`config.mk`:
```
export PLATFORM = sky130hd
export DESIGN_NAME = if_fetch_unit
export DESIGN_NICKNAME = d
export VERILOG_FILES = /design/src/rtl/mips_pkg.sv /design/src/rtl/if_id_reg.sv /design/src/rtl/if_fetch_unit.sv
export SDC_FILE = /design/constraint.sdc
export NUM_CORES = 1
export LEC_CHECK = 0
export CORE_ASPECT_RATIO = 0.7
export CORE_MARGIN = 1.5
export CORE_UTILIZATION = 30
export CTS_CLUSTER_DIAMETER = 120
export DETAILED_ROUTE_END_ITERATION = 8
export PLACE_DENSITY = 0.61
export SYNTH_ARGS = -nofsm -noshare
export SYNTH_HDL_FRONTEND = slang
export SYNTH_SLANG_ARGS = --single-unit
```
`constraint.sdc`:
```
create_clock -name clk -period 6.5 [get_ports clk]
set_clock_uncertainty 0.1 [all_clocks]
set_input_delay 1.3 -clock clk [delete_from_list [all_inputs] [get_ports clk]]
set_output_delay 1.3 -clock clk [all_outputs]
set_load 0.01 [all_outputs]
```
`src/rtl/mips_pkg.sv`:
```
// rtl/mips_pkg.sv - shared fetch state encoding, reset defaults and opcodes
package mips_pkg;

   typedef enum logic [1:0] {
      FETCH_BOOT = 2'd0,
      FETCH_RUN  = 2'd1,
      FETCH_HALT = 2'd2
   } fetch_state_e;

   localparam logic [31:0] DEF_NOP_WORD = 32'h0000_0000;
   localparam logic [31:0] DEF_RESET_PC = 32'h0000_0000;

   localparam logic [5:0] OP_LW  = 6'b100011;
   localparam logic [5:0] OP_SW  = 6'b101011;
   localparam logic [5:0] OP_BEQ = 6'b000100;
   localparam logic [5:0] OP_BNE = 6'b000101;
   localparam logic [5:0] OP_J   = 6'b000010;
   localparam logic [5:0] OP_JAL = 6'b000011;

   function automatic logic [31:0] next_word_pc(input logic [31:0] pc);
      return pc + 32'd4;
   endfunction

endpackage

```
`src/rtl/if_id_reg.sv`:
```
// rtl/if_id_reg.sv - IF/ID pipeline register; squash beats stall beats load
module if_id_reg
   import mips_pkg::*;
#(
   parameter logic [31:0] NOP_WORD = DEF_NOP_WORD
) (
   input  logic        clk,
   input  logic        rst_n,
   input  logic        squash,
   input  logic        stall,
   input  logic        load,
   input  logic [31:0] instr_in,
   input  logic [31:0] pc_in,
   input  logic [31:0] pc_plus4_in,
   output logic        valid,
   output logic [31:0] instr,
   output logic [31:0] pc,
   output logic [31:0] pc_plus4
);

   logic        valid_q, valid_d;
   logic [31:0] instr_q, instr_d;
   logic [31:0] pc_q, pc_d;
   logic [31:0] pc_plus4_q, pc_plus4_d;

   always_comb begin
      valid_d    = valid_q;
      instr_d    = instr_q;
      pc_d       = pc_q;
      pc_plus4_d = pc_plus4_q;
      // squashed slots keep their old PC fields so the valid flag alone marks them dead
      if (squash) begin
         valid_d = 1'b0;
         instr_d = NOP_WORD;
      end else if (!stall) begin
         if (load) begin
            valid_d    = 1'b1;
            instr_d    = instr_in;
            pc_d       = pc_in;
            pc_plus4_d = pc_plus4_in;
         end else begin
            valid_d = 1'b0;
            instr_d = NOP_WORD;
         end
      end
   end

   always_ff @(posedge clk or negedge rst_n) begin
      if (!rst_n) begin
         valid_q    <= 1'b0;
         instr_q    <= NOP_WORD;
         pc_q       <= 32'h0;
         pc_plus4_q <= 32'h0;
      end else begin
         valid_q    <= valid_d;
         instr_q    <= instr_d;
         pc_q       <= pc_d;
         pc_plus4_q <= pc_plus4_d;
      end
   end

   assign valid    = valid_q;
   assign instr    = instr_q;
   assign pc       = pc_q;
   assign pc_plus4 = pc_plus4_q;

endmodule

```
`src/rtl/if_fetch_unit.sv`:
```
// rtl/if_fetch_unit.sv - fetch stage: PC, boot/run/halt FSM, fault trap, IF/ID
// Performance counters are built only when FETCH_PERF_CNT_EN is defined.
module if_fetch_unit
   import mips_pkg::*;
#(
   parameter logic [31:0] RESET_PC   = DEF_RESET_PC,
   parameter int          IMEM_BYTES = 512,
   parameter logic [31:0] NOP_WORD   = DEF_NOP_WORD
) (
   input  logic        clk,
   input  logic        rst_n,
   input  logic        stall,
   input  logic        flush,
   input  logic        redirect_valid,
   input  logic [31:0] redirect_pc,
   output logic [31:0] imem_addr,
   output logic        imem_en,
   input  logic [31:0] imem_data,
   output logic        ifid_valid,
   output logic [31:0] ifid_instr,
   output logic [31:0] ifid_pc,
   output logic [31:0] ifid_pc_plus4,
   output logic        fetch_fault,
   output logic [31:0] fetch_count,
   output logic [31:0] bubble_count
);

   localparam logic [31:0] MAX_PC = 32'(IMEM_BYTES - 4);

   fetch_state_e state_q, state_d;
   logic [31:0]  pc_q, pc_d;
   logic         fault_q, fault_d;
   logic [31:0]  pc_plus4;
   logic         pc_bad;
   logic         redirect_legal;
   logic         ifid_squash;

   always_comb begin
      pc_plus4       = next_word_pc(pc_q);
      pc_bad         = (state_q == FETCH_RUN) && ((pc_q[1:0] != 2'b00) || (pc_q > MAX_PC));
      redirect_legal = (redirect_pc[1:0] == 2'b00) && (redirect_pc <= MAX_PC);
      imem_en        = (state_q == FETCH_RUN) && !pc_bad && !stall;
      ifid_squash    = flush || redirect_valid;

      state_d = state_q;
      pc_d    = pc_q;
      fault_d = fault_q;
      case (state_q)
         FETCH_BOOT: begin
            state_d = FETCH_RUN;
            if (redirect_valid) pc_d = redirect_pc;
         end
         FETCH_RUN: begin
            // a redirect in the same cycle replaces the bad PC before it can trap
            if (redirect_valid) begin
               pc_d = redirect_pc;
            end else if (pc_bad) begin
               fault_d = 1'b1;
               state_d = FETCH_HALT;
            end else if (!stall) begin
               pc_d = pc_plus4;
            end
         end
         FETCH_HALT: begin
            if (redirect_valid && redirect_legal) begin
               pc_d    = redirect_pc;
               fault_d = 1'b0;
               state_d = FETCH_RUN;
            end
         end
         default: state_d = FETCH_HALT;
      endcase
   end

   always_ff @(posedge clk or negedge rst_n) begin
      if (!rst_n) begin
         state_q <= FETCH_BOOT;
         pc_q    <= RESET_PC;
         fault_q <= 1'b0;
      end else begin
         state_q <= state_d;
         pc_q    <= pc_d;
         fault_q <= fault_d;
      end
   end

   assign imem_addr   = pc_q;
   assign fetch_fault = fault_q;

   if_id_reg #(
      .NOP_WORD(NOP_WORD)
   ) u_if_id_reg (
      .clk        (clk),
      .rst_n      (rst_n),
      .squash     (ifid_squash),
      .stall      (stall),
      .load       (imem_en),
      .instr_in   (imem_data),
      .pc_in      (pc_q),
      .pc_plus4_in(pc_plus4),
      .valid      (ifid_valid),
      .instr      (ifid_instr),
      .pc         (ifid_pc),
      .pc_plus4   (ifid_pc_plus4)
   );

`ifdef FETCH_PERF_CNT_EN
   logic [31:0] fetch_cnt_q, fetch_cnt_d;
   logic [31:0] bubble_cnt_q, bubble_cnt_d;
   logic        load_real;
   logic        load_bubble;

   always_comb begin
      load_real    = !ifid_squash && imem_en;
      // a stall-hold edge leaves IF/ID untouched, so it is neither a fetch nor a bubble
      load_bubble  = !load_real && (ifid_squash || !stall);
      fetch_cnt_d  = fetch_cnt_q + {31'h0, load_real};
      bubble_cnt_d = bubble_cnt_q + {31'h0, load_bubble};
   end

   always_ff @(posedge clk or negedge rst_n) begin
      if (!rst_n) begin
         fetch_cnt_q  <= 32'h0;
         bubble_cnt_q <= 32'h0;
      end else begin
         fetch_cnt_q  <= fetch_cnt_d;
         bubble_cnt_q <= bubble_cnt_d;
      end
   end

   assign fetch_count  = fetch_cnt_q;
   assign bubble_count = bubble_cnt_q;
`else
   assign fetch_count  = 32'h0;
   assign bubble_count = 32'h0;
`endif

endmodule

```
==> results of run 1 <==
layout by cell type (no fill, tap or decap), drive strengths merged, types with 2 or more instances in the layout:
cell	n
and3	3
bufinv	2
clkinvlp	4
a21oi	28
o21ai	7
nor3b	2
a21o	2
or2	3
nor2b	54
o31ai	2
conb	64
nor2	37
nor4	11
a22o	33
nand2b	3
clkbuf	19
mux2	17
clkdlybuf4s50	198
xnor2	5
o32a	2
o32ai	3
o22a	4
a211oi	4
nand2	9
nor3	4
o22ai	3
dfrtp	130
buf	6
mux2i	2
or3	6
clkinv	6
nand4	8
o2bb2ai	2
inv	6
a31oi	2
nand3	11
stage by stage:
stage / cell area (um2) / total power, W
2_1_floorplan: 6090 / 0.00121
5_1_grt: 8390 / 0.00249
3_5_place_dp: 7810 / 0.00145
4_1_cts: 8390 / 0.00240
3_3_place_gp: 7810 / 0.00145
6_report: 8390 / 0.00238
worst paths after layout:
check                      slack (ns)                      end              start  cells after the start
max                              1.91                  imem_en              stall                      5
min                              0.40        u_if_id_reg.valid  u_if_id_reg.valid                      1
max reg2reg                      3.03            imem_addr[16]      imem_addr[10]                      5
min reg2reg                      0.40        u_if_id_reg.valid  u_if_id_reg.valid                      1
max in group asynchronous        4.19  u_if_id_reg.pc_plus4[6]              rst_n                      2
min in group asynchronous        0.77            imem_addr[21]              rst_n                      1
cells by family after synthesis:
logic type,Yosys count,synth area share (%)
buffers and inverters,101,11.6
AO/OA/AOI/OAI,99,13.1
adder cells (fa/ha/maj),1,0.214
XOR/XNOR,6,0.898
other,1,0.0641
flip-flops,130,55.6
multiplexers,19,3.61
AND/OR/NAND/NOR,155,14.9
sequential cells by signal, indices dropped and copies added, names as in the netlist:
register / cells
u_if_id_reg.pc_plus4: 30
fetch_fault: 1
u_if_id_reg.valid: 1
u_if_id_reg.pc: 32
imem_addr: 32
u_if_id_reg.instr: 32
state_q: 2
cells in the mapped netlist, drive strengths merged (3+ instances only):
| library cell | instances | area (um2) |
|---|---|---|
| o22ai | 3 | 18.8 |
| a21oi | 28 | 178 |
| or2 | 3 | 18.8 |
| nand2 | 9 | 33.8 |
| nand2b | 3 | 18.8 |
| nor3 | 4 | 20.0 |
| mux2 | 17 | 191 |
| dfrtp | 130 | 3250 |
| or3 | 6 | 37.5 |
| o32ai | 3 | 26.3 |
| xnor2 | 5 | 43.8 |
| o21ai | 7 | 35.0 |
| nor2b | 54 | 338 |
| nor2 | 37 | 139 |
| nand4 | 8 | 50.1 |
| a211oi | 4 | 30.0 |
| buf | 84 | 613 |
| nor4 | 11 | 83.8 |
| a22o | 33 | 289 |
| o22a | 4 | 35.0 |
| and3 | 3 | 18.8 |
| nand3 | 11 | 55.1 |
| clkbuf | 12 | 45.0 |
| inv | 5 | 18.8 |
area by class of cell:
cell class | count | share of cell area, %
Multi-Input combinational cell | 344 | 26.0
Clock inverter | 13 | 1.63
Sequential cell | 130 | 38.8
Inverter | 5 | 0.224
Timing Repair Buffer | 204 | 24.2
Tap cell | 264 | 3.94
Clock buffer | 19 | 5.28
critical path, stage by stage:
cell	delay, ns
clkdlybuf4s50_1	0.46
nor2b_1	0.21
nand2_1	0.12
nor4_4	0.43
clkdlybuf4s50_1	0.67
power groups by stage:
stage                     clock network, W  logic [W]  registers [W]
after floorplan                          0   0.000225       0.000989
after detailed placement                 0   0.000447        0.00101
final                             0.000940   0.000446       0.000994
after global placement                   0   0.000441        0.00101
after CTS                         0.000962   0.000449       0.000992
after global routing               0.00100   0.000480        0.00101
metal layers:
metal | up-vias | track usage, % | share of wire (%)
met5 | - | 0 | 0
met4 | 0 | 3.32 | 0.56
met3 | 9 | 5.08 | 6.5
met2 | 146 | 23.7 | 45
met1 | 2194 | 22.9 | 48
li1 | 2037 | - | -
==> flow_summary_export.csv, run 1 <==
group,metric,value,unit
floorplanning,die_y,120,um
final_layout,multi_input_area,2180,um2
power_and_ir_drop,clockPowerShare,39.5,%
timing,finalHoldViolCount,0,
timing,fin_crit_sh,70.6,%
placed_design,routabilityCongestion,0.849,
clock_network,cts_sinks,130,
timing,fin_crit,4.59,ns
route,drcViolationCount,0,
timing,rsz0062_at_grt,"false",
route,drt_pass1_iterations,4,
power_and_ir_drop,power_leakage,3.74,nW
timing,worst_pin_slew,1.18,ns
clock_network,cts_resized,0,
global_routing,grt_pass1_vias,4373,
clock_network,cts-root-buf,"clkbuf_16",
logic_synthesis,syn_inst,512,
global_routing,antenna_found_initial,0,
placed_design,preCtsSetupSlack,1.90,ns
global_routing,grt.total_usage,16.0,%
logic_synthesis,synth.cell_area,5850,um2
logic_synthesis,yosysWarnings,0,
final_layout,stdcell_count,979,
logic_synthesis,async_flop_share,100,%
logic_synthesis,synth_area_per_cell,11.4,um2
logic_synthesis,seq_area_frac_synth,55.6,%
floorplanning,start_util,30.8,%
timing,max_freq,0.218,GHz
route,vias_per_cell,4.48,
clock_network,clk_latency,0.41,ns
placed_design,port_buffers,199,
final_layout,area_growth,43.3,%
final_layout,drive_gt1_share,10.1,%
power_and_ir_drop,netSwitchingFraction,29.0,%
global_routing,grt_pass1_wl,25200,um
min_path,hp-class,"flop to flop",
run,max_cap_violations,0,
global_routing,grt-ovfl-total,0,
timing,fin_setup_tns,0,ns
power_and_ir_drop,seqPwrFrac,41.8,%
worst_setup_path,required,5.10,ns
logic_synthesis,synth_ff_type,"dfrtp_1",
final_layout,layout.area.seq,3250,um2
clock_network,h-tree-depth,4,
logic_synthesis,synth-edff-count,0,
floorplanning,die_width,170,um
route,vias,4386,
final_layout,final_util,44.1,%
route,wl,16200,um
floorplanning,num_rows,42,
power_and_ir_drop,ir_worst_vdd,0.000140,V
status,status,"complete, no violations",
timing,slew_headroom,21.4,%
route,antenna_left,0,
power_and_ir_drop,powerDensity,284,nW/um2
clock_network,clock_path_buffers,2,
floorplanning,die_area,20400,um2
power_and_ir_drop,power_frac_comb,18.7,%
route,wl_per_cell,16.6,um
power_and_ir_drop,switching_power,0.000689,W
final_layout,n_antenna_cell,0,
power_and_ir_drop,p_int,0.00169,W
floorplanning,ioPinCount,264,
final_layout,num-fill-cells,1825,
clock_network,cts.clk_slew.worst_paths,0.06,ns
clock_network,cts_buffers,17,
placed_design,hpwl,11600,um
worst_setup_path,cp_max_fo,8,
logic_synthesis,synth_cell_types,54,
timing,finalSetupViolCount,0,
timing,final_max_slew_viol_count,0,
worst_setup_path,crit_path_end_kind,"output port",
floorplanning,core,19000,um2
route,drt_first_iter_violations,304,
clock_network,cts_tree,"done",
worst_setup_path,critPathArrivalTime,3.19,ns
placed_design,placedCellCount,947,
logic_synthesis,synth-seq-cells,130,
clock_network,cts_setup_buffers,0,
timing,whs,0.396,ns
worst_setup_path,path_class,"input pin to output port",
clock_network,hold_buffers,0,
worst_setup_path,cp-start-kind,"input pin",
final_layout,finalNetCount,772,
global_routing,grt_max_degree,102,
timing,setup_ws,1.91,ns
No activity file was read; power rests on OpenSTA's default activity.
==> run 2, diff against run 1 <==
- clock period: 6.5 -> 4.45 ns (I/O delays scaled with it)
==> flow_summary_export.csv, run 2 (synthesis results as in run 1) <==
group,metric,value,unit
timing,slew_headroom,48.8,%
worst_setup_path,required,3.46,ns
timing,finalHoldViolCount,0,
placed_design,port_buffers,199,
clock_network,cts_tree,"done",
global_routing,grt_pass1_wl,25500,um
worst_setup_path,critPathMaxStageDelay,0.56,ns
route,vias_per_cell,4.53,
clock_network,cts_setup_buffers,0,
route,drt_pass1_iterations,5,
final_layout,multi_input_area,2180,um2
timing,fin_setup_tns,0,ns
final_layout,n_antenna_cell,0,
route,drt_first_iter_violations,282,
clock_network,cts_sinks,130,
power_and_ir_drop,power_leakage,3.78,nW
final_layout,num-fill-cells,1801,
global_routing,grt_max_degree,102,
clock_network,hold_buffers,0,
worst_setup_path,crit_buf_inv,2,
worst_setup_path,cp-start-kind,"flop",
timing,rsz0062_at_grt,"false",
clock_network,h-tree-depth,4,
floorplanning,die_width,170,um
timing,fin_crit,3.76,ns
global_routing,grt-ovfl-total,0,
min_path,hp-class,"flop to flop",
power_and_ir_drop,total_power,0.00361,W
clock_network,cts.clk_slew.worst_paths,0.06,ns
placed_design,routabilityCongestion,0.891,
worst_setup_path,cp_max_fo,8,
worst_setup_path,crit_path_end_kind,"output port",
final_layout,area_growth,44.8,%
final_layout,finalNetCount,775,
final_layout,final_common_cell,"clkdlybuf4s50_1",
clock_network,cts_resized,0,
route,wl_per_cell,16.6,um
final_layout,drive_gt1_share,10.5,%
global_routing,grt.total_usage,16.2,%
floorplanning,core,19000,um2
timing,max_freq,0.266,GHz
route,drcViolationCount,0,
status,status,"complete, no violations",
final_layout,most-common-layout-cells,"198 x clkdlybuf4s50_1, 130 x dfrtp_1, 64 x conb_1",
floorplanning,start_util,30.8,%
placed_design,hpwl,11600,um
global_routing,antenna_found_initial,0,
floorplanning,num_rows,42,
floorplanning,ioPinCount,264,
timing,fin_crit_sh,84.5,%
run,max_cap_violations,0,
clock_network,clk_latency,0.41,ns
power_and_ir_drop,ir_worst_vdd,0.000203,V
global_routing,grt_pass1_vias,4427,
route,antenna_left,0,
worst_setup_path,path_delay_family,"simple AND/OR/NAND/NOR gates",
final_layout,layout.area.seq,3250,um2
timing,finalSetupViolCount,0,
clock_network,cts-root-buf,"clkbuf_16",
clock_network,cts_buffers,17,
worst_setup_path,cp_slowest_cell,"clkdlybuf4s50_1",
worst_setup_path,worstPathCellList,"nor4_1, nand4_1, nor4_4, buf_4, clkdlybuf4s50_1",
route,vias,4444,
worst_setup_path,critPathArrivalTime,2.77,ns
timing,worst_pin_slew,0.767,ns
timing,final_max_slew_viol_count,0,
power_and_ir_drop,powerDensity,426,nW/um2
route,wl,16300,um
clock_network,clock_path_buffers,2,
floorplanning,die_area,20400,um2
floorplanning,die_y,120,um
worst_setup_path,path_class,"flop to output port",
worst_setup_path,r2r_setup_slack,1.44,ns
run 2: path summary, 6_finish.rpt:
kind | from | to | cells after the start
worst max-delay path | imem_addr[9] | imem_en | 5
worst min-delay path | u_if_id_reg.valid | u_if_id_reg.valid | 1
worst max register to register | imem_addr[9] | imem_addr[10] | 7
worst min register to register | u_if_id_reg.valid | u_if_id_reg.valid | 1
max in group asynchronous | rst_n | imem_addr[8] | 2
min in group asynchronous | rst_n | imem_addr[21] | 1
run 2: report_power, final:
part	leakage, nW	internal (W)	switching, W
Clock	0.298	0.000944	0.000557
Combinational	1.77	0.000351	0.000301
Sequential	1.71	0.00128	0.000175
Total	3.78	0.00258	0.00103
run 2: final cells by class:
class                           count  area share [%]
Inverter                            5           0.221
Sequential cell                   130            38.4
Clock buffer                       17            5.02
Tap cell                          264            3.90
Timing Repair Buffer              207            24.4
Clock inverter                     14            2.44
Multi-Input combinational cell    344            25.7
run 2: metrics by stage:
stage	hold slack, ns	cells	setup slack (ns)	area [um2]	util, %
global route	0.395	981	0.522	8480	44.6
finish	0.378	981	0.690	8480	44.6
floorplan	0.406	575	1.60	6090	-
detailed placement	0.370	950	0.776	7850	41.2
CTS	0.384	981	0.662	8480	44.6
global placement	0.361	950	0.878	7850	41.2
run 2: per-layer routing:
metal / track usage, % / share of wire (%)
met5: 0 / 0
met2: 23.5 / 45
met4: 3.98 / 0.94
met3: 5.67 / 8.3
met1: 22.9 / 46
==> run 3, diff against run 2 <==
- PLACE_DENSITY: 0.61 -> 0.63
- clock period: 4.45 -> 3.1 ns (I/O delays scaled with it)
==> flow_summary_export.csv, run 3 (synthesis results as in run 1) <==
group,metric,value,unit
final_layout,finalNetCount,797,
global_routing,grt_pass1_vias,4523,
power_and_ir_drop,powerDensity,594,nW/um2
worst_setup_path,cp-start-kind,"input pin",
clock_network,cts_tree,"done",
global_routing,grt.total_usage,16.9,%
min_path,min_to,"u_if_id_reg.valid",
final_layout,stdcell_area,8690,um2
route,drcViolationCount,0,
floorplanning,die_width,170,um
final_layout,area_growth,48.5,%
power_and_ir_drop,switching_power,0.00155,W
timing,fin_crit,3.05,ns
power_and_ir_drop,ir_worst_vdd,0.000210,V
worst_setup_path,cp_max_fo,3,
power_and_ir_drop,seqPwrFrac,39.9,%
final_layout,final_util,45.7,%
worst_setup_path,crit_path_end_kind,"output port",
worst_setup_path,cp_slowest_cell,"clkdlybuf4s50_1",
worst_setup_path,critPathMaxStageDelay,0.54,ns
status,status,"complete, no violations",
route,antenna_left,0,
placed_design,port_buffers,199,
worst_setup_path,r2r-end,"imem_addr[22]",
worst_setup_path,path_common_cell,"clkdlybuf4s50_1",
timing,worst_pin_slew,0.491,ns
worst_setup_path,crit_buf_inv,3,
timing,finalSetupViolCount,0,
clock_network,cts-root-buf,"clkbuf_16",
clock_network,cts_buffers,17,
placed_design,routabilityCongestion,0.796,
global_routing,grt_max_degree,50,
worst_setup_path,reg2reg_depth,8,
power_and_ir_drop,p_int,0.00362,W
final_layout,n_antenna_cell,0,
placed_design,placed_cell_area,8030,um2
floorplanning,die_area,20400,um2
worst_setup_path,reg2reg_from,"imem_addr[1]",
clock_network,clk_latency,0.41,ns
global_routing,grt_pass1_wl,26200,um
timing,setup_ws,0.0520,ns
worst_setup_path,path_class,"input pin to output port",
final_layout,most-common-layout-cells,"198 x clkdlybuf4s50_1, 129 x dfrtp_1, 64 x conb_1",
final_layout,final_common_cell,"clkdlybuf4s50_1",
floorplanning,start_util,30.8,%
placed_design,hpwl,12000,um
timing,final_max_slew_viol_count,0,
route,wl_per_cell,16.6,um
power_and_ir_drop,power_leakage,3.89,nW
route,drt_pass1_iterations,4,
worst_setup_path,r2r_setup_slack,0.72,ns
timing,finalHoldViolCount,0,
clock_network,cts.clk_slew.worst_paths,0.06,ns
placed_design,preCtsSetupSlack,0.0402,ns
route,wl,16700,um
min_path,hold_path.startpoint,"u_if_id_reg.valid",
timing,max_freq,0.328,GHz
timing,fin_crit_sh,98.3,%
clock_network,clock_path_buffers,2,
min_path,hp-class,"flop to flop",
clock_network,cts_sinks,130,
route,vias_per_cell,4.52,
worst_setup_path,required,2.38,ns
power_and_ir_drop,clockPowerShare,39.6,%
power_and_ir_drop,netSwitchingFraction,30.0,%
timing,whs,0.375,ns
worst_setup_path,critPathArrivalTime,2.33,ns
floorplanning,ioPinCount,264,
final_layout,drive_gt1_share,14.2,%
power_and_ir_drop,power_frac_comb,20.5,%
route,drt_first_iter_violations,406,
floorplanning,num_rows,42,
floorplanning,core,19000,um2
clock_network,h-tree-depth,4,
timing,slew_headroom,67.0,%
global_routing,grt-ovfl-total,0,
floorplanning,die_y,120,um
min_path,whs_path_depth,1,
route,vias,4540,
global_routing,antenna_found_initial,0,
run,max_cap_violations,0,
worst_setup_path,worstPathCellList,"clkdlybuf4s50_1, nor2b_2, nand2_1, nor4_4, buf_4, clkdlybuf4s50_1",
worst_setup_path,path_delay_family,"buffers and inverters",
run 3: cell types whose count changed in the layout (fill, tap and decap cells not counted), sizes merged:
cell and delta:
clkinv -1, inv +5, bufinv -2, dlygate4sd3 +1, clkinvlp -1, buf +21
run 3: power groups by stage:
stage | Sequential [W] | Clock (W) | Combinational [W]
after detailed placement | 0.00207 | 0 | 0.00106
after CTS | 0.00204 | 0.00210 | 0.00107
final | 0.00206 | 0.00204 | 0.00106
after global routing | 0.00209 | 0.00219 | 0.00115
after floorplan | 0.00207 | 0 | 0.000472
after global placement | 0.00207 | 0 | 0.00105
run 3: cell type report:
type	instances	area (um2)
clock inverter	15	173
clock buffer	17	425
fill	1811	10300
multi-input combinational	344	2220
timing repair buffer	229	2270
inverter	5	18.8
sequential	130	3250
tap	264	330
run 3: timing repair:
action,CTS,global route
gates resized for setup,1,8
setup endpoints to repair,1,1
setup buffers,1,0
pin swaps,1,1
hold endpoints to repair,28,0
hold buffers,1,0
run 3: worst register-to-register path: cells and delay by family (launching register included):
kind                   cells  cell delay [ns]
muxes                      1             0.34
buffers and inverters      3             0.52
DFF                        1             0.45
and+or+nand+nor            4             0.87
run 3: layer usage:
metal | up-vias | global-route usage (%) | wire length, um
met3 | 14 | 5.94 | 1460
met2 | 189 | 23.1 | 7140
li1 | 2096 | - | -
met5 | - | 0 | 0
met1 | 2241 | 24.9 | 7880
met4 | 0 | 4.81 | 178
run 3: worst max path at each step:
| stage | startpoint | endpoint | depth (start not counted) |
|---|---|---|---|
| floorplan | redirect_valid | imem_addr[23] | 8 |
| global placement | redirect_pc[27] | imem_addr[14] | 7 |
| detailed placement | redirect_pc[27] | imem_addr[17] | 7 |
| CTS | imem_addr[16] | imem_en | 5 |
| global route | stall | imem_en | 6 |
| finish | stall | imem_en | 6 |
run 3: through the flow:
stage,TNS [ns],power (W),std cells
6_report,0,0.00517,1004
4_1_cts,0,0.00520,1004
2_1_floorplan,0,0.00255,575
3_5_place_dp,0,0.00312,970
3_3_place_gp,0,0.00312,970
5_1_grt,-0.0112,0.00543,1004
